==> src/rtl/opt_reg_fifo.sv <==
// opt_reg_fifo: ready/valid FIFO feeding the single-cycle data register stage.
// Outputs depend only on registered state; res reads as zero while empty.
module opt_reg_fifo #(
    parameter int DataWidth = 16,
    parameter int Depth     = 4
) (
    input  logic                     clk,
    input  logic                     rst_n,
    input  logic                     in_valid,
    output logic                     in_ready,
    input  logic [DataWidth-1:0]     data_in,
    output logic                     out_valid,
    input  logic                     out_ready,
    output logic [DataWidth-1:0]     res,
    output logic [$clog2(Depth):0]   count
);
    localparam int AW = $clog2(Depth);
    localparam int CW = AW + 1;

    logic [DataWidth-1:0] r_mem [Depth];
    logic [AW-1:0]        r_wr_ptr;
    logic [AW-1:0]        r_rd_ptr;
    logic [CW-1:0]        r_count;
    logic                 w_push;
    logic                 w_pop;

    always_comb begin
        in_ready  = r_count != CW'(Depth);
        out_valid = r_count != '0;
        res       = out_valid ? r_mem[r_rd_ptr] : '0;
        count     = r_count;
        w_push    = in_valid & in_ready;
        w_pop     = out_valid & out_ready;
    end

    // Storage is deliberately left out of reset; pointers alone define contents.
    always_ff @(posedge clk) begin
        if (w_push) r_mem[r_wr_ptr] <= data_in;
    end

    always_ff @(posedge clk) begin
        if (!rst_n) begin
            r_wr_ptr <= '0;
            r_rd_ptr <= '0;
            r_count  <= '0;
        end else begin
            if (w_push) r_wr_ptr <= r_wr_ptr + AW'(1);
            if (w_pop)  r_rd_ptr <= r_rd_ptr + AW'(1);
            r_count <= r_count + CW'(w_push) - CW'(w_pop);
        end
    end
endmodule

==> config.mk <==
export PLATFORM = sky130hd
export DESIGN_NAME = opt_reg_fifo
export DESIGN_NICKNAME = d
export VERILOG_FILES = /design/src/rtl/opt_reg_fifo.sv
export SDC_FILE = /design/constraint.sdc
export NUM_CORES = 1
export LEC_CHECK = 0
export ABC_CLOCK_PERIOD_IN_PS = 2700
export CAP_MARGIN = 30
export CELL_PAD_IN_SITES_DETAIL_PLACEMENT = 1
export CELL_PAD_IN_SITES_GLOBAL_PLACEMENT = 2
export CORE_MARGIN = 2
export CORE_UTILIZATION = 40
export CTS_CLUSTER_DIAMETER = 40
export CTS_CLUSTER_SIZE = 28
export DETAILED_ROUTE_END_ITERATION = 8
export PLACE_DENSITY_LB_ADDON = 0.1
export SYNTH_ARGS = -nofsm -noshare
export SYNTH_HDL_FRONTEND = slang
export SYNTH_SLANG_ARGS = --single-unit
export TNS_END_PERCENT = 10
==> constraint.sdc <==
create_clock -name clk -period 2.7 [get_ports clk]
set_input_delay 0.54 -clock clk [delete_from_list [all_inputs] [get_ports clk]]
set_output_delay 0.54 -clock clk [all_outputs]
set_load 0.02 [all_outputs]
==> impl_metrics.tcl, run 1 <==
set metrics [dict create \
    final_nets 235 \
    grt_max_degree 17 \
    rsz0062_at_grt "false" \
    skew_ps 8.20 \
    io-pin-count 41 \
    core_area_sq_um 7180 \
    hold_class "reg -> reg" \
    drt_iter0_drc 70 \
    cts_setup_buffers 0 \
    hold_violations 0 \
    cap_viol_max_count 0 \
    worstPathMaxFanout 16 \
    root_buffer "clkbuf_8" \
    cts_tree "yes" \
    syn_avg_cell_area_sq_um 19.1 \
    r2r_cells 11 \
    die_width_um 89.4 \
    peakVddDrop_v 0.000495 \
    sw_frac_of_total 0.290 \
    hold_path_depth 2 \
    clk_path_buf_depth 2 \
    initial_core_util 0.407 \
    final_common_cell "edfxtp_1" \
    drive_above_1_share 0.208 \
    antenna_found_initial 0 \
    cp_slowest_cell "clkdlybuf4s50_1" \
    postLayoutCoreUtil 0.516 \
    syn_to_final_growth_pct 26.7 \
    vias_per_cell 4.73 \
    pwr-share-clk 0.249 \
    hpwl_mm 3.51 \
    rows 31 \
    postSynthCellCount 153 \
    n_antenna_cell 0 \
    worstPathCellList "buf_12 > mux4_2 > nor2b_1 > clkdlybuf4s50_1" \
    layoutNonFillerInstCount 311 \
    period_share 0.966 \
    numPortBuffers 40 \
    ys_types 23 \
    dp_slack_ps -52.2 \
    crit_family "buffers and inverters" \
    place_inst 296 \
    status "finished clean" \
    wirelength_mm 5.20 \
    netlist_area_sq_um 2920 \
    worstSkewPairLatency_ps 320 \
    wl_per_cell_um 16.7 \
    p_leak_nw 1.25 \
    setup_violations 0 \
    synth.ff_latch_count 73 \
    ys_seq_area_frac 0.720 \
    internal_power_w 0.00252 \
    first_global_vias 1594 \
    fin_crit_ps 2610 \
    power_frac_comb 0.347 \
    syn_nets 180 \
    path_buf_inv 2 \
    final_cell_mix "edfxtp_1, clkdlybuf4s50_1, nor2b_1, mux4_2, buf_4" \
    worstSetupPathType "reg -> out" \
    grt_usage 0.143 \
    yosysWarnings 0 \
    seqPwrFrac 0.404 \
    worst_ep_arrival_time_ps 2070 \
    cts.sinks 73 \
    gp_congestion 0.656 \
    grt_first_pass_wirelength_mm 8.12 \
    h-tree-depth 3 \
    dieHeight_um 89.4 \
    crit_cells 4 \
    route.detailed.drc 0 \
    required_ps 2160 \
    startpoint_type "register" \
    cts_buffers 9 \
    switchingPower_w 0.00103 \
    via_count 1471 \
    clkSlewWorstSetupHoldPaths_ps 70 \
    dieArea_sq_um 8000 \
    fmax_ghz 0.383 \
    tightest_slew_ps 309 \
    p_per_area_nw_per_um2 958 \
    relSlewSlack 0.793 \
    cpPeakStageDelay_ps 530 \
    ant_nets 0 \
    cp-end-kind "primary output" \
    setup_ws_ps 90.7 \
    drv_slew 0 \
    grt_overflow 0 \
    drt_first_pass_iters 4 \
]
## tightest hold or removal path, cell delays in order, from the launching register on
cell,delay [ps]
dfxtp_1,310
o21ai_1,70
a21boi_1,80
## power groups by stage
stage	combinational [W]	sequential, W	clock (W)
floorplan	0.000747	0.00145	0
global placement	0.00123	0.00145	0
detailed placement	0.00126	0.00146	0
CTS	0.00126	0.00143	0.000913
global route	0.00133	0.00144	0.000950
finish	0.00123	0.00143	0.000883
## Yosys cell counts (all sizes together)
library cell,instances,area share
edfxtp,64,0.66
o21ai,3,0.0051
nor3,1,0.0017
xnor2,2,0.0060
buf,6,0.018
fa,1,0.0069
ha,6,0.026
clkbuf,1,0.0013
nor2,1,0.0013
nand4bb,1,0.0039
inv,6,0.0077
a21boi,2,0.0051
nor2b,18,0.044
mux2i,2,0.0069
dfxtp,9,0.062
and2,6,0.013
or3,1,0.0021
mux4,16,0.12
nand2,7,0.0090
## cell families (layout without fill, tap and decap cells)
| family | Yosys count | count (layout) | synth area share |
|---|---|---|---|
| adders and majority gates | 7 | 7 | 0.0326 |
| muxes | 18 | 18 | 0.130 |
| and+or+nand+nor | 35 | 35 | 0.0746 |
| AOI/OAI and AO/OA | 5 | 5 | 0.0103 |
| buffers and inverters | 13 | 72 | 0.0266 |
| DFF | 73 | 73 | 0.720 |
| xor gates and xnor gates | 2 | 2 | 0.00600 |
## layer usage
metal / GRT usage / routed length (um)
met1: 0.173 / 2180
met2: 0.236 / 2680
met3: 0.0342 / 224
met4: 0.0787 / 117
met5: 0 / 0
## layout make-up
type	instances	area (sq um)
well taps	99	124
clock buffers	10	128
flip-flops and latches	73	2100
multi-input cells	67	746
repair buffers	51	498
fillers	674	3470
clock inverters	5	81.3
inverters	6	22.5
## state kept, by name, summed over array words and instances, names as in the netlist, named ones only
name      count
r_wr_ptr      2
r_mem        64
count         3
r_rd_ptr      2
## repair_timing
item	in CTS	in global routing
hold buffers	0	0
resized for setup	0	1
setup endpoints to repair	0	1
## per-stage QoR
stage	instance area (sq um)	power, W	hold slack, ps	TNS (ps)
floorplan	2920	0.00220	461	0
global placement	3490	0.00267	476	0
detailed placement	3490	0.00271	497	-52.2
CTS	3700	0.00361	506	0
global route	3700	0.00372	528	0
finish	3700	0.00354	502	0
## worst paths after layout
| kind | slack [ps] | end | start |
|---|---|---|---|
| max | 90 | res[13] | register |
| min reg2reg | 500 | register | r_rd_ptr[1] |
| max reg2reg | 410 | count[2] | count[1] |
| min | 500 | register | r_rd_ptr[1] |
(Power assumes the default switching activity.)
==> run 2: changes to the inputs <==
- CORE_UTILIZATION: 40 -> 35
- SKIP_LAST_GASP: unset -> 1
==> run 2 against run 1 <==
Effect of this change:
- first-iteration DRC count fell by 53%
- clock skew shrank 1.9 ps
- critical path depth stayed put
- register-to-register slack got worse by 30 ps
- largest power group unchanged
- critical endpoint is now res[8]
- clock-buffer cell count is 1 lower
- hold slack worse by 2.0 ps
- non-clock buffer count fell by 2
==> impl_metrics.tcl, run 2 (synthesis gave the netlist of run 1 again) <==
set metrics [dict create \
    tightest_slew_ps 337 \
    rows 33 \
    skew_ps 6.25 \
    worst_ep_arrival_time_ps 2110 \
    hold_class "reg -> reg" \
    root_buffer "clkbuf_8" \
    worstSkewPairLatency_ps 330 \
    wirelength_mm 5.35 \
    place_inst 300 \
    cap_viol_max_count 0 \
    clkSlewWorstSetupHoldPaths_ps 80 \
    worstPathCellList "buf_12 > mux4_2 > nor2b_1 > clkdlybuf4s50_1" \
    hpwl_mm 3.48 \
    final_cell_mix "edfxtp_1, clkdlybuf4s50_1, nor2b_1, mux4_2" \
    vias_per_cell 4.68 \
    grt_usage 0.131 \
    initial_core_util 0.359 \
    largest_reg_flops 64 \
    die_width_um 95.3 \
    top_register "r_mem" \
    via_count 1480 \
    grt_overflow 0 \
    drv_slew 0 \
    drt_iter0_drc 33 \
    io-pin-count 41 \
    final_nets 233 \
    setup_ws_ps 55.0 \
    period_share 0.980 \
    cp_slowest_cell "clkdlybuf4s50_1" \
    cp-end-kind "primary output" \
    ant_nets 0 \
    fin_setup_tns_ps 0 \
    postLayoutCoreUtil 0.455 \
    peakVddDrop_v 0.000362 \
    relSlewSlack 0.775 \
    gp_congestion 0.670 \
    rsz0062_at_grt "true" \
    dieHeight_um 95.3 \
    drive_above_1_share 0.209 \
    status "finished clean" \
    final_common_cell "edfxtp_1" \
    p_per_area_nw_per_um2 968 \
    cts_buffers 9 \
    clk_path_buf_depth 2 \
    syn_to_final_growth_pct 26.8 \
    h-tree-depth 3 \
    cts_tree "yes" \
    antenna_found_initial 0 \
    core_area_sq_um 8130 \
    numPortBuffers 40 \
    first_global_vias 1617 \
    dieArea_sq_um 9090 \
    hold_violations 0 \
    layoutNonFillerInstCount 316 \
    fmax_ghz 0.378 \
    cts.sinks 73 \
    wl_per_cell_um 16.9 \
    dp_slack_ps -66.2 \
    holdBufCountCts 0 \
    n_antenna_cell 0 \
    grt_max_degree 17 \
    drt_first_pass_iters 4 \
    startpoint_type "register" \
    required_ps 2160 \
    cpPeakStageDelay_ps 540 \
    fillers 791 \
    p_leak_nw 1.25 \
    grt_first_pass_wirelength_mm 8.51 \
    route.detailed.drc 0 \
    fin_crit_ps 2650 \
    worstSetupPathType "reg -> out" \
    setup_violations 0 \
    worstPathMaxFanout 16 \
]
## run 2: path summary, 6_finish.rpt
| kind | from | endpoint | slack (ps) | depth (start not counted) |
|---|---|---|---|---|
| max | register | res[8] | 50 | 4 |
| min | r_rd_ptr[1] | register | 500 | 2 |
| max reg2reg | count[1] | count[2] | 380 | 11 |
| min reg2reg | r_rd_ptr[1] | register | 500 | 2 |
## run 2: what timing repair did
| action | in CTS | in global routing |
|---|---|---|
| resized for setup | 0 | 1 |
| buffers inserted | 0 | 0 |
| setup endpoints to repair | 0 | 16 |
## run 2: final cells by class
class,count,area [sq um],share of cell area
Tap cell,105,131,0.0355
Sequential cell,73,2100,0.568
Clock inverter,7,95.1,0.0257
Inverter,6,22.5,0.00608
Multi-Input combinational cell,67,746,0.201
Clock buffer,9,124,0.0334
Timing Repair Buffer,49,483,0.130
## run 2: metrics by stage
step / power, W / hold WS (ps) / instance area [sq um]
2_1_floorplan: 0.00220 / 461 / 2920
3_3_place_gp: 0.00268 / 476 / 3480
3_5_place_dp: 0.00272 / 491 / 3480
4_1_cts: 0.00364 / 504 / 3700
5_1_grt: 0.00377 / 545 / 3700
6_report: 0.00358 / 500 / 3700
## run 2: report_power, final
group          total (W)  switching, W  leakage, nW  internal [W]
Clock           0.000923      0.000403        0.109      0.000520
Combinational    0.00123      0.000602        0.481      0.000626
Sequential       0.00143     0.0000612        0.660       0.00137
Total            0.00358       0.00107         1.25       0.00252
## run 2: worst max-delay path, delay by kind of cell, from the launching register on
kind          cells  cell delay (ps)
buf+inv           2              740
flops             1              380
mux               1              510
simple gates      1              140
## run 2: per-layer routing
metal,GRT usage,part of all wire,up-vias
met4,0.0543,0.010,0
met1,0.164,0.44,762
met3,0.0300,0.034,6
li1,-,-,685
met2,0.219,0.52,27
met5,0,0,-
==> run 3: changes to the inputs <==
- CORE_MARGIN: 2 -> unset
- SETUP_SLACK_MARGIN: unset -> 0.15
==> run 3 against run 2 <==
Effect of this change:
- global-route usage rose by 0.74 points
- critical path depth did not move
- routed wire length rose by 0.93%
- critical path type unchanged
==> impl_metrics.tcl, run 3 (synthesis gave the netlist of run 1 again) <==
set metrics [dict create \
    via_count 1479 \
    largest_reg_flops 64 \
    ant_nets 0 \
    internal_power_w 0.00260 \
    cap_viol_max_count 0 \
    cts.sinks 73 \
    antenna_found_initial 0 \
    period_share 0.972 \
    cts_buffers 9 \
    cp-end-kind "primary output" \
    relSlewSlack 0.763 \
    hold_path_depth 2 \
    grt_max_degree 17 \
    grt_first_pass_wirelength_mm 8.44 \
    reg2reg_from "count[1]" \
    worstSetupPathType "reg -> out" \
    io-pin-count 41 \
    cpPeakStageDelay_ps 540 \
    p_per_area_nw_per_um2 982 \
    die_width_um 93.3 \
    rrSetupSlack_ps 430 \
    setup_violations 0 \
    required_ps 2160 \
    use_met1 0.178 \
    status "finished clean" \
    fin_setup_tns_ps 0 \
    clkSlewWorstSetupHoldPaths_ps 70 \
    worstSkewPairLatency_ps 340 \
    min_to "r_rd_ptr[1]" \
    syn_to_final_growth_pct 27.3 \
    drv_slew 0 \
    busiest_layer "met2" \
    drt_first_pass_iters 3 \
    final_common_cell "edfxtp_1" \
    pwr-share-clk 0.273 \
    postLayoutCoreUtil 0.471 \
    hpwl_mm 3.51 \
    wirelength_mm 5.40 \
    vias_per_cell 4.71 \
    crit_family "buffers and inverters" \
    p_leak_nw 1.27 \
    drt_iter0_drc 49 \
    hold_ws_ps 500 \
    n_antenna_cell 0 \
    sw_frac_of_total 0.289 \
    worstHoldStart "r_rd_ptr[1]" \
    seqPwrFrac 0.392 \
    h-tree-depth 3 \
    path_buf_inv 2 \
    fin_crit_ps 2620 \
    rsz0062_at_grt "true" \
    first_global_vias 1578 \
    r2r_cells 10 \
    gp_congestion 0.706 \
    switchingPower_w 0.00105 \
    power_frac_comb 0.335 \
    holdBufCountCts 0 \
    worstReg2RegEnd "count[2]" \
    route.detailed.drc 0 \
    final_nets 235 \
    tightest_slew_ps 354 \
    hold_class "reg -> reg" \
    final_cell_mix "edfxtp_1, clkdlybuf4s50_1, nor2b_1, mux4_2, buf_4" \
    rows 32 \
    grt_overflow 0 \
    drive_above_1_share 0.208 \
    hold_violations 0 \
    peakVddDrop_v 0.000522 \
    grt_use_met2 0.222 \
    worstPathCellList "buf_6 > mux4_2 > nor2b_1 > clkdlybuf4s50_1" \
    numPortBuffers 40 \
    fmax_ghz 0.381 \
    initial_core_util 0.370 \
    startpoint_type "register" \
    skew_ps 6.50 \
    grt_usage 0.139 \
    dieHeight_um 93.3 \
    worstPathMaxFanout 10 \
    wl_per_cell_um 17.2 \
    worst_ep_arrival_time_ps 2080 \
    cp_slowest_cell "clkdlybuf4s50_1" \
    root_buffer "clkbuf_8" \
    cts_tree "yes" \
    use_met3 0.0366 \
    top_register "r_mem" \
    clk_path_buf_depth 2 \
    core_area_sq_um 7890 \
    dieArea_sq_um 8710 \
]
-- run 3: what timing repair did --
item,4_1_cts,5_1_grt
buffers inserted,0,0
gates resized for setup,2,1
hold endpoints to repair,0,0
setup endpoints to repair,17,16
-- run 3: cell type report --
type / count / area (sq um)
fillers: 744 / 4170
flip-flops and latches: 73 / 2100
multi-input cells: 67 / 746
repair buffers: 51 / 488
well taps: 102 / 128
clock buffers: 9 / 124
clock inverters: 6 / 108
inverters: 6 / 22.5
-- run 3: power groups by stage --
stage,Sequential (W),Clock [W],Combinational (W)
after CTS,0.00143,0.00102,0.00126
final,0.00143,0.000996,0.00122
after detailed placement,0.00146,0,0.00126
after global placement,0.00144,0,0.00124
after floorplan,0.00145,0,0.000747
after global routing,0.00145,0.00107,0.00133
-- run 3: per-layer routing --
metal  share of wire  wire (um)
met1            0.45       2420
met2            0.51       2730
met3           0.031        170
met4           0.015         83
met5               0          0
-- run 3: how the worst max path moves through the flow --
stage	end	slack (ps)	cells past startpoint	startpoint
6_report	res[11]	80	4	register
5_1_grt	res[11]	-40	4	register
4_1_cts	res[11]	20	4	register
3_5_place_dp	count[2]	-5	10	out_ready
3_3_place_gp	count[2]	60	11	in_valid
2_1_floorplan	count[2]	250	11	count[1]
-- run 3: per-stage QoR --
step                setup slack [ps]  area, sq um  total power, W  cells
floorplan                        250         2920         0.00220    153
global placement                55.8         3480         0.00269    299
detailed placement             -4.83         3480         0.00272    299
CTS                             18.9         3710         0.00372    314
global route                   -35.9         3720         0.00385    314
finish                          75.5         3720         0.00365    314
-- run 3: worst min-delay path, delay by kind of cell (launching register included) --
kind	cells	cell delay, ps
compound gates	2	140
flops	1	310
